`config.mk`:
```
export PLATFORM = sky130hd
export DESIGN_NAME = des_expand_keymix
export DESIGN_NICKNAME = d
export VERILOG_FILES = /design/src/rtl/des_expand_keymix.sv
export SDC_FILE = /design/constraint.sdc
export NUM_CORES = 1
export LEC_CHECK = 0
export ABC_AREA = 1
export BUFFER_PORTS_ARGS = -buffer_cell sky130_fd_sc_hd__buf_2
export CAP_MARGIN = 10
export CORE_UTILIZATION = 53
export DETAILED_ROUTE_END_ITERATION = 16
export GPL_ROUTABILITY_DRIVEN = 0
export PLACE_DENSITY = 0.8
export SLEW_MARGIN = 20
export SYNTH_ARGS = -nofsm -noshare
export SYNTH_HDL_FRONTEND = slang
export SYNTH_SLANG_ARGS = --single-unit
```
`constraint.sdc`:
```
create_clock -name clk -period 1.35 [get_ports clk]
set_input_delay 0.3375 -clock clk [delete_from_list [all_inputs] [get_ports clk]]
set_output_delay 0.3375 -clock clk [all_outputs]
set_load 0.02 [all_outputs]
```
`src/rtl/des_expand_keymix.sv`:
```
// des_expand_keymix: DES expansion E(R) xor round subkey, registered behind a valid/ready stage.
// Define DES_KEYMIX_XFER_CNT_EN to add the 16-bit output transfer counter port xfer_cnt.
module des_expand_keymix #(
    parameter int USE_SKID = 1
) (
    input  logic        clk,
    input  logic        rst_n,
    input  logic        flush,
    input  logic        in_valid,
    output logic        in_ready,
    input  logic [31:0] r_in,
    input  logic [47:0] subkey,
    output logic        out_valid,
    input  logic        out_ready,
    output logic [47:0] sbox_in
`ifdef DES_KEYMIX_XFER_CNT_EN
    ,
    output logic [15:0] xfer_cnt
`endif
);
    logic [47:0] e;
    logic [47:0] mixed;
    logic [47:0] skid_data;
    logic        skid_valid;
    logic        accept;

    // E bit j+1 of S-box group j/6 takes DES bit 4*(j/6)+(j%6), wrapping 0->32 and 33->1
    genvar j;
    for (j = 0; j < 48; j++) begin : g_e
        localparam int D = (4 * (j / 6) + j % 6 + 31) % 32 + 1;
        assign e[47 - j] = r_in[32 - D];
    end

    assign mixed    = e ^ subkey;
    assign in_ready = (USE_SKID != 0) ? ~skid_valid : (~out_valid | out_ready);
    assign accept   = in_valid & in_ready;

    // Skid only ever fills when the main register is stalled, so with USE_SKID=0 it stays empty.
    always_ff @(posedge clk or negedge rst_n) begin
        if (!rst_n) begin
            out_valid  <= 1'b0;
            sbox_in    <= '0;
            skid_valid <= 1'b0;
            skid_data  <= '0;
        end else if (flush) begin
            out_valid  <= 1'b0;
            skid_valid <= 1'b0;
        end else if (out_valid && !out_ready) begin
            if (accept) begin
                skid_valid <= 1'b1;
                skid_data  <= mixed;
            end
        end else if (skid_valid) begin
            sbox_in    <= skid_data;
            skid_valid <= 1'b0;
        end else begin
            out_valid <= accept;
            if (accept) sbox_in <= mixed;
        end
    end

`ifdef DES_KEYMIX_XFER_CNT_EN
    always_ff @(posedge clk or negedge rst_n) begin
        if (!rst_n) xfer_cnt <= '0;
        else if (out_valid && out_ready && !flush) xfer_cnt <= xfer_cnt + 16'd1;
    end
`endif
endmodule
```
-- Word level (Yosys, flattened, before mapping)
Index checks and enable logic that the tools add are counted.
- bits in registers: 98
- bits of input ports: 85
- output and inout port bits: 50
- logic and storage cells: 26
- equal/unequal tests: 3
- muxes and demuxes: 8
- bitwise gates (word level): 5
- reduce and logical (&&, ||, !) cells: 6
- operator list (operator ; number):
    two-way mux 48 bit ; 2
    XOR 48 bit ; 1
    two-way mux 1 bit ; 6
    AND reduction 3 bit ; 2
    != test 2 bit (second input constant) ; 2
    != test 3 bit (second input constant) ; 1
    NOT 1 bit ; 3
    AND reduction 2 bit ; 1
    nonzero test 2 bit ; 1
    bitwise AND 1 bit ; 1
    logical AND 1 bit ; 1
    logical NOT 1 bit ; 1

-- Logic depth before layout (Yosys ltp)
- depth after elaboration: 5
- gate-level depth with buffers: 8
- mapped depth without buffers: 6

-- Worst setup path before layout
OpenSTA, ideal clock, no wires.
- kind: register to register
- start point: reg out_valid
- end point: reg skid_data[38]
- setup time: 118 ps
- data arrival time: 1206 ps
- required time: 1232 ps
- path slack: 26 ps
- stages on the path, launching flop included: 8
- buffers on the path: 2
- period minus slack after synthesis: 1324 ps
- cell sequence: dfrtp_1 nand2_2 nor2_2 nand2_1 buf_2 buf_4 nand2_1 nand2_1
- longest elaborated chain between the ends: 2
- ends and longest elaborated chain (what ; line ; text):
    start: declaration ; 13 ; output logic out_valid,
    start signal: assignment ; 57 ; out_valid <= accept;
    logical AND 1 bit ; 48 ; end else if (out_valid && !out_ready) begin
    AND reduction 3 bit (no line) ; n/a ;
    end signal: assignment ; 51 ; skid_data <= mixed;
    end: declaration ; 23 ; logic [47:0] skid_data;
Every way passes these cells.
A chain may end at the register's enable or synchronous reset.

-- Final worst setup path
- start point: reg skid_valid
- end point: out in_ready
- longest elaborated chain between the ends: 1
- ends and longest elaborated chain (what ; line ; text):
    start: declaration ; 24 ; logic skid_valid;
    start signal: assignment ; 43 ; skid_valid <= 1'b0;
    start signal: assignment ; 47 ; skid_valid <= 1'b0;
    start signal: assignment ; 50 ; skid_valid <= 1'b1;
    NOT 1 bit ; 35 ; assign in_ready = (USE_SKID != 0) ? ~skid_valid : (~out_valid | out_ready);
    end: declaration ; 10 ; output logic in_ready,
Every way passes these cells.

==> summary.md <==
| Metric | Value |
|---|---|
| Run status | `finished, final reports clean` |
| Power Density | `around 1200 nW/um^2` |
| Final non-filler cell total | `1,030` |
| Area leader, netlist | `dfrtp_1` |
| CP delay by family, top | `flip-flops` |
| Number of vias in the routed layout | `around 5.3k` |
| Root buf cell | `clkbuf_8` |
| Initial core utilization | `0.5553` |
| Static leakage | `between 3 and 4 nW` |
| Critical Path, Cell by Cell | `inv_4 -> buf_6` |
| Data arrival, critical path | `1.00 ns` |
| Post-synthesis cell area | `roughly 5200 sq um` |
| Unrepaired setup endpoints after global routing | `yes` |
| Placed Cells incl. Taps | `~1.0k` |
| Max capacitance violation total | `0` |
| Register clock-pin slew on the reported worst setup and hold paths | `roughly 0.10 ns` |
| Port Buffer Count | `134` |
| Crit Path Max Fanout | `5` |
| Count of distinct cell types in the synthesized netlist | `15` |
| Slew margin rel. | `0.8159` |
| Cells taking the most area after synthesis | `dfrtp_1 (47%), nand2_1 (31%), inv_1 (6.0%), nand4_1 (5.7%), nand3_1 (4.6%)` |
| Number of inserted filler cells in the final layout | `between 700 and 800` |
| Clock Latency Late Sink | `~0.35 ns` |
| Relative area change from synthesis to final layout | `22.47%` |
| Antenna violations before repair | `1` |
| Minimum clock period after layout | `1.336 ns` |
| Horizontal die dimension | `between 100 and 150 microns` |
| CP max-delay cell | `dfrtp_2` |
| Category of the most critical setup path | `reg2out` |
| Die area | `roughly 10,000 sq um` |
| Number of antenna-violating nets in the routed design | `0` |
| Slew Viols, Final | `0` |
| Crit. path cell count | `2` |
| Average cell area after synthesis | `a little under 7 sq um` |
| Maximum clock frequency | `between 700 and 800 MHz` |
| Sum of overflow across all layers after global routing | `0` |
| Total negative setup slack | `0 ns` |
| Inserted Clock Buffers | `9` |
| Critical path endpoint category | `output port` |
| Std cell rows | `35` |
| Instance count of the mapped netlist | `around 760` |
| Aggregate global-route resource usage | `0.2720` |
| Most frequent cells in the layout | `nand2_1 (434), buf_2 (132), dfrtp_1 (97)` |
| Clock Skew | `approximately 0.013 ns` |
| First drt pass iteration count | `5` |
| Worst IR Drop VDD | `roughly 0.00064 V` |
| Most common cell after layout, fill and taps aside | `nand2_1` |
| Number of warning messages in the yosys log | `0` |
| Initial detailed-routing violation count | `280` |
| Yosys reg bits | `between 90 and 100` |
| Proportion of netlist area held by the largest area contributor | `0.4690` |
| Final wirelength | `between 10 and 15 mm` |
| Dpl ws | `0.04154 ns` |
| TritonCTS clock tree | `yes` |
| Buffer depth of the longest clock path | `2` |
| Type of origin of the critical path | `register` |
| Sink Count | `around 100` |
| HPWL after detailed placement | `between 9 and 10 mm` |
| Portion of the clock cycle consumed by the worst path in the final layout | `0.9893` |
| Reg2Reg Launch Point | `skid_valid$_DFFE_PN0P_` |
| Portion of the post-synthesis area used by sequential elements | `0.4690` |
| Number of DRC violations after detailed routing | `0` |
| Pin slew with the least headroom to its limit | `around 0.28 ns` |
| Count of buffering cells on the critical path with inverters included | `2` |
| Wire length of the first global-routing pass | `22.07 mm` |
| Vias in the first global route | `~5.1k` |
| Hold path startpoint | `subkey[28]` |
| I/O pin total | `around 140` |
| Final core occ | `0.6801` |
| Post-layout net count | `roughly 1,000` |
| Height of the chip | `between 100 and 150 microns` |
| Synthesized netlist net count | `approximately 840` |
| Core Area | `~9400 sq um` |
| CTS H-tree depth | `3` |
| Cell count of the worst reg-to-reg path | `7` |
| Via density per instance | `5.126` |
| WHS Path Cells | `4` |
| Maximum number of pins on one net before global-route repair | `53` |
| Worst path max stage delay | `around 0.44 ns` |
| Layout cells sized above 1 | `0.2078` |
| Final hold violation count | `0` |
| Worst hold path class | `in2reg` |
| Final routed wire length divided by cell count | `between 10 and 15 microns` |
| PnR worst setup slack | `~0.014 ns` |
| Critical path launch point | `skid_valid$_DFFE_PN0P_` |
| Count of final setup violators | `0` |
| Worst Path Required | `just over 1 ns` |
==> registers in the layout, summed over array words and instances, names as in the netlist <==
| register | count |
|---|---|
| skid_data | 48 |
| sbox_in | 48 |
| skid_valid | 1 |
| out_valid | 1 |
==> per-stage QoR <==
stage	hold slack [ns]	area [sq um]	power, W
after floorplan	0.04191	5229	0.005158
after global placement	0.2036	6101	0.005861
after detailed placement	0.2119	6101	0.005958
after CTS	0.2757	6315	0.007797
after global routing	0.2821	6401	0.008268
final	0.2859	6404	0.007787
==> routing by layer <==
layer	GRT usage	wire, microns	up-vias
met1	0.3372	5865	2438
met3	0.04279	932	30
met2	0.4778	6479	217
li1	-	-	2595
met4	0.1059	299	0
met5	0	0	-
==> cell type report <==
type | instances | area, sq um | share of cell area
tap | 129 | 161.4 | 0.02521
inverter | 85 | 321.6 | 0.05021
clock inverter | 3 | 23.77 | 0.003712
clock buffer | 12 | 165.2 | 0.02579
timing repair buffer | 162 | 1022 | 0.1596
multi-input combinational | 540 | 2253 | 0.3519
sequential | 98 | 2454 | 0.3832
antenna | 1 | 2.502 | 0.0003908
==> power by group <==
group          internal [W]  total (W)  switching (W)
registers           0.00357    0.00393       0.000357
clock network      0.000816    0.00184        0.00102
logic              0.000760    0.00202        0.00126
total               0.00515    0.00779        0.00264
==> synth_stat cells, drive strengths merged <==
master,instances
buf,32
clkbuf,4
dfrtp,98
inv,85
nand2,437
nand3,48
nand4,48
nor2,6
o21ai,1
==> cell families after synthesis <==
logic type	share of synthesized area
AOI/OAI and AO/OA	0.0009562
DFF	0.4690
and+or+nand+nor	0.4267
buffers and inverters	0.1034
==> worst min-delay path, cell delays in order <==
cell and delay, ns:
buf_2 0.09, nand2_1 0.06, nand4_1 0.08, nand2_1 0.04
==> repair_timing <==
| action | CTS | global route |
|---|---|---|
| hold buffers | 1 | 0 |
| buffers inserted | 1 | 3 |
| pin swaps | 1 | 1 |
| gates cloned | 0 | 2 |
| resized for setup | 3 | 4 |
| hold endpoints to repair | 11 | 0 |
| endpoints found under the setup margin | 1 | 48 |
==> final timing paths <==
kind	endpoint	slack, ns
min in group asynchronous	sbox_in[2]$_DFFE_PN0P_	0.37
hold reg to reg	sbox_in[19]$_DFFE_PN0P_	0.48
max in group asynchronous	skid_data[19]$_DFFE_PN0P_	0.43
setup / recovery	in_ready	0.01
setup reg to reg	sbox_in[7]$_DFFE_PN0P_	0.06
hold / removal	skid_data[28]$_DFFE_PN0P_	0.29
No activity file was read; power rests on OpenSTA's default activity.
